### src/rtl/rc522_spi_target_if.sv
// SPI pin and register-bus bundle for the RC522 register-access target.
// The slave modport is the target's view; master is the view of whoever drives the SPI pins and serves reads.
interface rc522_spi_target_if #(
    parameter int ADDR_W = 6
);
    logic              sck;
    logic              cs_n;
    logic              mosi;
    logic              miso;
    logic              miso_oe;
    logic [ADDR_W-1:0] reg_addr;
    logic              reg_wr;
    logic [7:0]        reg_wdata;
    logic              reg_rd;
    logic [7:0]        reg_rdata;

    modport slave (
        input  sck, cs_n, mosi, reg_rdata,
        output miso, miso_oe, reg_addr, reg_wr, reg_wdata, reg_rd
    );

    modport master (
        output sck, cs_n, mosi, reg_rdata,
        input  miso, miso_oe, reg_addr, reg_wr, reg_wdata, reg_rd
    );
endinterface

### src/rtl/rc522_spi_target.sv
// SPI mode-0 target that emulates RC522 register access: decodes address/data frames
// into single-cycle register strobes and shifts read data back on MISO.
module rc522_spi_target #(
    parameter int SYNC_STAGES = 2,
    parameter int ADDR_W      = 6
) (
    input  logic              clk,
    input  logic              rst,
    rc522_spi_target_if.slave bus,
    output logic              frame_active,
    output logic              err
);
    typedef enum logic [2:0] {IDLE, ADDR, WDATA, RDATA, IGNORE} state_t;

    state_t            state, state_d;
    logic [SYNC_STAGES-1:0] sck_sync, cs_sync, mosi_sync;
    logic              sck_prev, cs_prev;
    logic              sck_s, cs_s, mosi_s;
    logic              sck_rise, sck_fall, cs_rise, cs_fall;
    logic [2:0]        bit_cnt, bit_cnt_d;
    logic [7:0]        rx_shift, rx_d, tx_shift, tx_d, byte_in;
    logic [ADDR_W-1:0] addr_q, addr_d;
    logic [7:0]        wdata_q, wdata_d;
    logic              wr_q, wr_d, rd_q, rd_d, rd_dly, err_d, active_d;
    logic              in_frame, byte_done;

    // cs_n synchroniser resets low, so a frame already under way at reset never shows a falling edge
    // and is ignored until cs_n has been seen high.
    always_ff @(posedge clk) begin
        if (rst) begin
            sck_sync  <= '0;
            cs_sync   <= '0;
            mosi_sync <= '0;
            sck_prev  <= 1'b0;
            cs_prev   <= 1'b0;
        end else begin
            sck_sync  <= {sck_sync[SYNC_STAGES-2:0], bus.sck};
            cs_sync   <= {cs_sync[SYNC_STAGES-2:0], bus.cs_n};
            mosi_sync <= {mosi_sync[SYNC_STAGES-2:0], bus.mosi};
            sck_prev  <= sck_s;
            cs_prev   <= cs_s;
        end
    end

    assign sck_s    = sck_sync[SYNC_STAGES-1];
    assign cs_s     = cs_sync[SYNC_STAGES-1];
    assign mosi_s   = mosi_sync[SYNC_STAGES-1];
    assign sck_rise = sck_s & ~sck_prev;
    assign sck_fall = ~sck_s & sck_prev;
    assign cs_rise  = cs_s & ~cs_prev;
    assign cs_fall  = ~cs_s & cs_prev;
    assign byte_in  = {rx_shift[6:0], mosi_s};

    always_ff @(posedge clk) begin
        if (rst) begin
            state        <= IDLE;
            bit_cnt      <= '0;
            rx_shift     <= '0;
            tx_shift     <= '0;
            addr_q       <= '0;
            wdata_q      <= '0;
            wr_q         <= 1'b0;
            rd_q         <= 1'b0;
            rd_dly       <= 1'b0;
            err          <= 1'b0;
            frame_active <= 1'b0;
        end else begin
            state        <= state_d;
            bit_cnt      <= bit_cnt_d;
            rx_shift     <= rx_d;
            tx_shift     <= tx_d;
            addr_q       <= addr_d;
            wdata_q      <= wdata_d;
            wr_q         <= wr_d;
            rd_q         <= rd_d;
            rd_dly       <= rd_q;
            err          <= err_d;
            frame_active <= active_d;
        end
    end

    always_comb begin
        state_d   = state;
        bit_cnt_d = bit_cnt;
        rx_d      = rx_shift;
        tx_d      = tx_shift;
        addr_d    = addr_q;
        wdata_d   = wdata_q;
        wr_d      = 1'b0;
        rd_d      = 1'b0;
        err_d     = 1'b0;
        active_d  = frame_active;
        in_frame  = (state == ADDR) || (state == WDATA) || (state == RDATA);
        byte_done = 1'b0;

        if (rd_dly && state == RDATA)
            tx_d = bus.reg_rdata;

        if (in_frame && sck_rise) begin
            rx_d      = byte_in;
            bit_cnt_d = bit_cnt + 3'd1;
            byte_done = (bit_cnt == 3'd7);
        end

        // The falling edge right after a byte boundary keeps the freshly loaded MSB on MISO.
        if (in_frame && sck_fall && bit_cnt != 3'd0)
            tx_d = {tx_shift[6:0], 1'b0};

        case (state)
            IDLE: begin
                if (cs_fall) begin
                    state_d   = ADDR;
                    bit_cnt_d = '0;
                    rx_d      = '0;
                    tx_d      = 8'h00;
                    active_d  = 1'b1;
                end
            end
            ADDR: begin
                if (byte_done) begin
                    if (byte_in[0]) begin
                        err_d   = 1'b1;
                        tx_d    = 8'h00;
                        state_d = IGNORE;
                    end else begin
                        addr_d = byte_in[ADDR_W:1];
                        if (byte_in[7]) begin
                            rd_d    = 1'b1;
                            state_d = RDATA;
                        end else begin
                            state_d = WDATA;
                        end
                    end
                end
            end
            WDATA: begin
                if (byte_done) begin
                    wr_d    = 1'b1;
                    wdata_d = byte_in;
                end
            end
            RDATA: begin
                if (byte_done) begin
                    if (byte_in[7]) begin
                        addr_d = byte_in[ADDR_W:1];
                        rd_d   = 1'b1;
                    end else begin
                        tx_d = 8'h00;
                    end
                end
            end
            IGNORE: begin
                tx_d = 8'h00;
            end
            default: state_d = IDLE;
        endcase

        // A completed byte is still strobed above; only a partial byte is flagged and dropped.
        if (cs_rise) begin
            if (bit_cnt_d != 3'd0)
                err_d = 1'b1;
            state_d   = IDLE;
            bit_cnt_d = '0;
            tx_d      = 8'h00;
            active_d  = 1'b0;
        end
    end

    assign bus.miso      = tx_shift[7];
    assign bus.miso_oe   = frame_active;
    assign bus.reg_addr  = addr_q;
    assign bus.reg_wr    = wr_q;
    assign bus.reg_wdata = wdata_q;
    assign bus.reg_rd    = rd_q;
endmodule

### src/flat_wrapper.sv
// flat-port wrapper written by rule: the top's interface ports become plain ports
module rc522_spi_target_flat 
#(
    parameter int SYNC_STAGES = 2,
    parameter int ADDR_W      = 6
)
  (clk, rst, frame_active, err, bus_sck, bus_cs_n, bus_mosi, bus_reg_rdata, bus_miso, bus_miso_oe, bus_reg_addr, bus_reg_wr, bus_reg_wdata, bus_reg_rd);
  rc522_spi_target_if #(.ADDR_W(ADDR_W)) bus_i ();
  input  logic clk;
  input  logic rst;
  output logic frame_active;
  output logic err;
  input wire logic [$bits(bus_i.sck)-1:0] bus_sck;
  input wire logic [$bits(bus_i.cs_n)-1:0] bus_cs_n;
  input wire logic [$bits(bus_i.mosi)-1:0] bus_mosi;
  input wire logic [$bits(bus_i.reg_rdata)-1:0] bus_reg_rdata;
  output wire logic [$bits(bus_i.miso)-1:0] bus_miso;
  output wire logic [$bits(bus_i.miso_oe)-1:0] bus_miso_oe;
  output wire logic [$bits(bus_i.reg_addr)-1:0] bus_reg_addr;
  output wire logic [$bits(bus_i.reg_wr)-1:0] bus_reg_wr;
  output wire logic [$bits(bus_i.reg_wdata)-1:0] bus_reg_wdata;
  output wire logic [$bits(bus_i.reg_rd)-1:0] bus_reg_rd;
  assign bus_i.sck = bus_sck;
  assign bus_i.cs_n = bus_cs_n;
  assign bus_i.mosi = bus_mosi;
  assign bus_i.reg_rdata = bus_reg_rdata;
  assign bus_miso = bus_i.miso;
  assign bus_miso_oe = bus_i.miso_oe;
  assign bus_reg_addr = bus_i.reg_addr;
  assign bus_reg_wr = bus_i.reg_wr;
  assign bus_reg_wdata = bus_i.reg_wdata;
  assign bus_reg_rd = bus_i.reg_rd;
  rc522_spi_target #(.SYNC_STAGES(SYNC_STAGES), .ADDR_W(ADDR_W)) u_core (.clk(clk), .rst(rst), .bus(bus_i), .frame_active(frame_active), .err(err));
endmodule
### config.mk
export PLATFORM = sky130hd
export DESIGN_NAME = rc522_spi_target_flat
export DESIGN_NICKNAME = d
export VERILOG_FILES = /design/src/rtl/rc522_spi_target_if.sv /design/src/rtl/rc522_spi_target.sv /design/src/flat_wrapper.sv
export SDC_FILE = /design/constraint.sdc
export NUM_CORES = 1
export LEC_CHECK = 0
export BUFFER_PORTS_ARGS = -buffer_cell sky130_fd_sc_hd__buf_2
export CAP_MARGIN = 10
export CORE_MARGIN = 10
export CORE_UTILIZATION = 35
export DETAILED_ROUTE_END_ITERATION = 6
export GPL_TIMING_DRIVEN = 1
export HOLD_SLACK_MARGIN = 0.06
export SLEW_MARGIN = 25
export SYNTH_ARGS = -nofsm -noshare
export SYNTH_HDL_FRONTEND = slang
export SYNTH_SLANG_ARGS = --single-unit
### constraint.sdc
create_clock -name clk -period 1.7 [get_ports clk]
set_input_delay 0.085 -clock clk [delete_from_list [all_inputs] [get_ports clk]]
set_output_delay 0.085 -clock clk [all_outputs]
set_load 0.05 [all_outputs]
# Word-level counts from Yosys, hierarchy flattened
# Cells that the tools add are included.
# word_totals
output_inout_bits,20
regBits,49
elab_cells,90
# op_classes
muxes,36
addsub,1
n_reduce_logical,17
n_eq_ne,10
bitwise_logic,10
# ops
cell,count
8-bit two-way mux,10
8-bit case mux with 4 select lines,1
6-bit two-way mux,4
3-bit two-way mux,6
1-bit two-way mux,12
6-bit case mux with 2 select lines,1
3-bit case mux with 3 select lines,1
2-bit by 1-bit != test with 1-bit output (second input constant),4
3-bit by 2-bit == test with 1-bit output (second input constant),2
3-bit == test (second input constant),2
1-bit inverter,6
3-bit nonzero test,2
5-bit AND reduction,1
1-bit AND,4
1-bit logical AND,4
2-bit AND reduction,2
2-bit OR reduction,2
3-bit by 1-bit adder with 3-bit output (second input constant),1
3-bit by 1-bit == test with 1-bit output (second input constant),1
3-bit logical NOT,1
3-bit AND reduction,1
3-bit OR reduction,1
1-bit logical OR,2
2-bit != test (second input constant),1
other kinds (2),2

# Longest topological paths before layout
# logic_depth
ltp_word,10
depth_mapped,7
ltp_nobuf,6

# Worst setup path before layout
# No wires, ideal clock.
# synth_path
kind,register to register
start,register u_core.bit_cnt[1]
end,"register u_core.addr_q[3], in the netlist u_core.bus.reg_addr[3]"
synth_period_minus_slack_ns,1.700
slack_ns,0.000
required_ns,1.572
stages_incl_launch_ff,7
arrival_ns,1.572
path_buffers,0
cell_sequence,dfxtp_1 -> ha_1 -> ha_1 -> nand4b_4 -> nor4b_4 -> mux2i_1 -> nor2_1
# synth_via
elab_chain_len,4
elab_cells_between_ends,5
cone_classes,3 x eq/ne; 1 x mux; 1 x reduce/logical
# synth_rtl
item,line_no,rtl
start: declaration,rc522_spi_target.sv:20,"logic [2:0] bit_cnt, bit_cnt_d;"
start signal: assignment,rc522_spi_target.sv:69,bit_cnt <= bit_cnt_d;
3-bit == test (*),rc522_spi_target.sv:102,byte_done = (bit_cnt == 3'd7);
1-bit two-way mux (*),rc522_spi_target.sv:99,if (in_frame && sck_rise) begin
2-bit by 1-bit != test with 1-bit output (no source line),--,
5-bit AND reduction (no source line) (*),--,
end signal: assignment,rc522_spi_target.sv:72,addr_q <= addr_d;
end: declaration,rc522_spi_target.sv:22,"logic [ADDR_W-1:0] addr_q, addr_d;"
# Every way passes the cells marked *; elsewhere a longest branch is shown, timed or not.
# A chain may end at the register's enable or synchronous reset.

# Final worst setup path
# layout_path
start,register u_core.bit_cnt[1]
end,register u_core.tx_shift[5]
# layout_via
elab_chain_len,6
elab_cells_between_ends,11
cone_classes,1 x eq/ne; 8 x mux; 2 x reduce/logical
# layout_rtl
item,line_no,rtl
3-bit nonzero test,rc522_spi_target.sv:106,if (in_frame && sck_fall && bit_cnt != 3'd0)
1-bit logical AND,rc522_spi_target.sv:106,
8-bit two-way mux,rc522_spi_target.sv:106,
"8-bit two-way mux, on equally long branches","rc522_spi_target.sv:144, rc522_spi_target.sv:121",
"8-bit two-way mux, on equally long branches","rc522_spi_target.sv:143, rc522_spi_target.sv:120",
8-bit case mux with 4 select lines (*),rc522_spi_target.sv:109,case (state)
end signal: assignment,rc522_spi_target.sv:71,tx_shift <= tx_d;
end: declaration,rc522_spi_target.sv:21,"logic [7:0] rx_shift, rx_d, tx_shift, tx_d, byte_in;"
# Marked as above.

==> results_dict.tcl <==
set metrics [dict create \
    cts_root_buffer "clkbuf_8" \
    fmax_mhz 617 \
    min_path_type "in2reg" \
    worstPathMaxFanout 8 \
    core_sq_mm 0.00554 \
    synth_top_family_by_area "simple AND/OR/NAND/NOR gates" \
    cts_tree "built" \
    seq_area_sq_um 963 \
    finalCritPeriodShare 0.953 \
    ys.warnings.count 0 \
    cp_cell_sequence "ha_4 > ha_4 > and4bb_2 > o221a_4 > a2111oi_2" \
    slew_headroom 0.541 \
    synth_ff_type "dfxtp_1" \
    cap_violations 0 \
    critPathArrivalTime_ns 1.82 \
    final_max_slew_viol_count 0 \
    synth-seq-cells 48 \
    dpl-instance-area_sq_mm 0.00234 \
    syn_area_sq_mm 0.00201 \
    chipWidth_um 95.8 \
    numCtsBuffers 5 \
    area_growth_pct 27.1 \
    p_leak_nw 1.22 \
    grt_pass1_wl_um 6720 \
    fillCellCount 538 \
    synth_edf_count 0 \
    synth_xor_area_frac 0.00436 \
    rsz0062_at_grt "true" \
    dr.first_iter.drc_count 59 \
    ir_drop_v 0.000593 \
    antenna_found_initial 0 \
    multi_input_area_sq_mm 0.00102 \
    fp-row-count 27 \
    worst_pin_slew_ns 0.688 \
    cp-end-kind "flip-flop" \
    max_stage_delay_ns 0.34 \
    ys_async_sr_fraction 0 \
    clock_sinks 48 \
    die_h_um 95.8 \
    setup_violations 0 \
    avgSynthCellArea_sq_um 10.4 \
    critPathBufInv 0 \
    grt_remaining_overflow 0 \
    p_per_area_mw_per_mm2 779 \
    initial_core_util 0.363 \
    grt_max_degree 18 \
    path_class "reg2reg" \
    critPathTopFamily "compound AO/OA/AOI/OAI gates" \
    drc_errors 0 \
    status "finished, final reports clean" \
    path_clk_slew_ns 0.09 \
    clk_path_buf_depth 2 \
    yosys.area_share.simple 0.212 \
    finalWirelength_um 4160 \
    place_congestion 0.742 \
    drive_gt1_frac 0.314 \
    grt_pass1_vias 1430 \
    cp-start-kind "flip-flop" \
    fin_area_sq_mm 0.00256 \
    port_buffers 32 \
    synthMuxAreaShare 0.155 \
    firstDrtPassIters 4 \
    nets 257 \
    die_area_sq_mm 0.00918 \
    yosys.area_share.adder 0.0187 \
    skew_ns 0.00759 \
    setup_tns_ns 0 \
    synthesis.instances 193 \
    crit_path_frequent_cell "ha_4" \
    vias_per_cell 4.63 \
    ant_nets 0 \
    grt_usage 0.0931 \
    hold_viol 0 \
    clock_latency_ns 0.30 \
    crit_slowest_cell "dfxtp_2" \
    synthDistinctLibCells 35 \
    seq_area_frac_synth 0.478 \
    io_pins 33 \
    fin_crit_ns 1.62 \
    syn-num-nets 209 \
    dp_hpwl_um 2960 \
    htreeDepth 2 \
    diodes 0 \
    num_vias 1455 \
    wl_per_cell_um 13.2 \
    synth_compound_area_frac 0.0859 \
    cp.required_ns 1.90 \
]
==> cell families (layout without fill, tap and decap cells) <==
logic type / Yosys count / in the layout
AO/OA/AOI/OAI: 18 / 18
XOR/XNOR: 1 / 1
adder cells (fa/ha/maj): 3 / 3
buffers and inverters: 17 / 66
flip-flops: 48 / 48
multiplexers: 31 / 31
AND/OR/NAND/NOR: 75 / 75
==> cell usage after synthesis (4+ instances only) <==
master / number / area [sq um]
clkbuf_1: 4 / 15.0
nand2b_1: 7 / 43.8
nor2_1: 37 / 139
a21oi_1: 4 / 20.0
a2111oi_2: 4 / 60.1
dfxtp_1: 48 / 961
nor3_1: 5 / 25.0
inv_1: 5 / 18.8
mux2i_1: 30 / 300
nor2b_1: 11 / 68.8
==> per-stage QoR <==
stage / setup WS (ns) / utilization / std cells / hold slack, ns / total power, W
2_1_floorplan: 0.0000557 / - / 193 / 0.213 / 0.00125
3_3_place_gp: -0.0402 / 0.422 / 300 / 0.292 / 0.00128
3_5_place_dp: -0.130 / 0.422 / 300 / 0.301 / 0.00128
4_1_cts: 0.00215 / 0.453 / 312 / 0.144 / 0.00202
5_1_grt: -0.0389 / 0.461 / 314 / 0.163 / 0.00207
6_report: 0.0797 / 0.461 / 314 / 0.155 / 0.00199
==> final cells by class <==
cell class | instances | area share
multi-input cells | 128 | 0.399
flip-flops and latches | 48 | 0.377
repair buffers | 53 | 0.143
well taps | 72 | 0.0352
clock buffers | 6 | 0.0323
inverters | 5 | 0.00734
clock inverters | 2 | 0.00587
==> state kept, by name (all words and copies together) (netlist names), 2 cells and up <==
| name | cells |
|---|---|
| u_core.bus.reg_wdata | 8 |
| u_core.tx_shift | 8 |
| u_core.rx_shift | 7 |
| u_core.bus.reg_addr | 6 |
| u_core.bit_cnt | 3 |
| u_core.state | 3 |
| u_core.cs_sync | 2 |
| u_core.mosi_sync | 2 |
| u_core.sck_sync | 2 |
==> report_power, final <==
| part | internal (W) | total [W] | switching, W |
|---|---|---|---|
| clock | 0.000330 | 0.000723 | 0.000393 |
| combinational | 0.0000535 | 0.000119 | 0.0000659 |
| sequential | 0.00113 | 0.00115 | 0.0000141 |
| total | 0.00152 | 0.00199 | 0.000473 |
==> timing repair <==
item	CTS	global route
buffers inserted	0	2
setup endpoints to repair	7	14
resized for setup	7	7
pin swaps	1	5
hold buffers	4	0
hold endpoints to repair	6	0
==> layer usage <==
layer / global-route usage / vias to the layer above / routed length (um)
li1: - / 755 / -
met1: 0.115 / 667 / 2000
met4: 0.0442 / 0 / 77
met2: 0.139 / 26 / 1810
met5: 0 / - / 0
met3: 0.0358 / 7 / 270
==> path summary, 6_finish.rpt <==
check,from,endpoint,cells after the start,slack [ns]
min reg2reg,u_core.sck_sync[0],u_core.sck_sync[1],1,0.44
min,bus_reg_rdata[6],u_core.tx_shift[6],3,0.16
max,u_core.bit_cnt[1],u_core.tx_shift[5],5,0.08
max reg2reg,u_core.bit_cnt[1],u_core.tx_shift[5],5,0.08
==> tightest hold or removal path: stages <==
cell       delay, ns
buf_2           0.10
mux2i_1         0.15
a2111oi_2       0.08
==> cell usage in the layout, fill, tap and decap left out, types with 2 or more instances in the layout <==
cell type and n:
a21oi_1 4, dlygate4sd3_1 4, mux2i_1 30, nor4_1 2
buf_12 3, nor3_1 5, nor2b_1 11, nor2_1 37
ha_4 2, dfxtp_2 2, nand3b_1 2, clkbuf_8 6
clkinvlp_4 2, buf_4 14, nand2_1 3, dfxtp_1 46
a2111oi_2 6, buf_2 32, nand2b_1 7, inv_1 5
(Power assumes the default switching activity.)
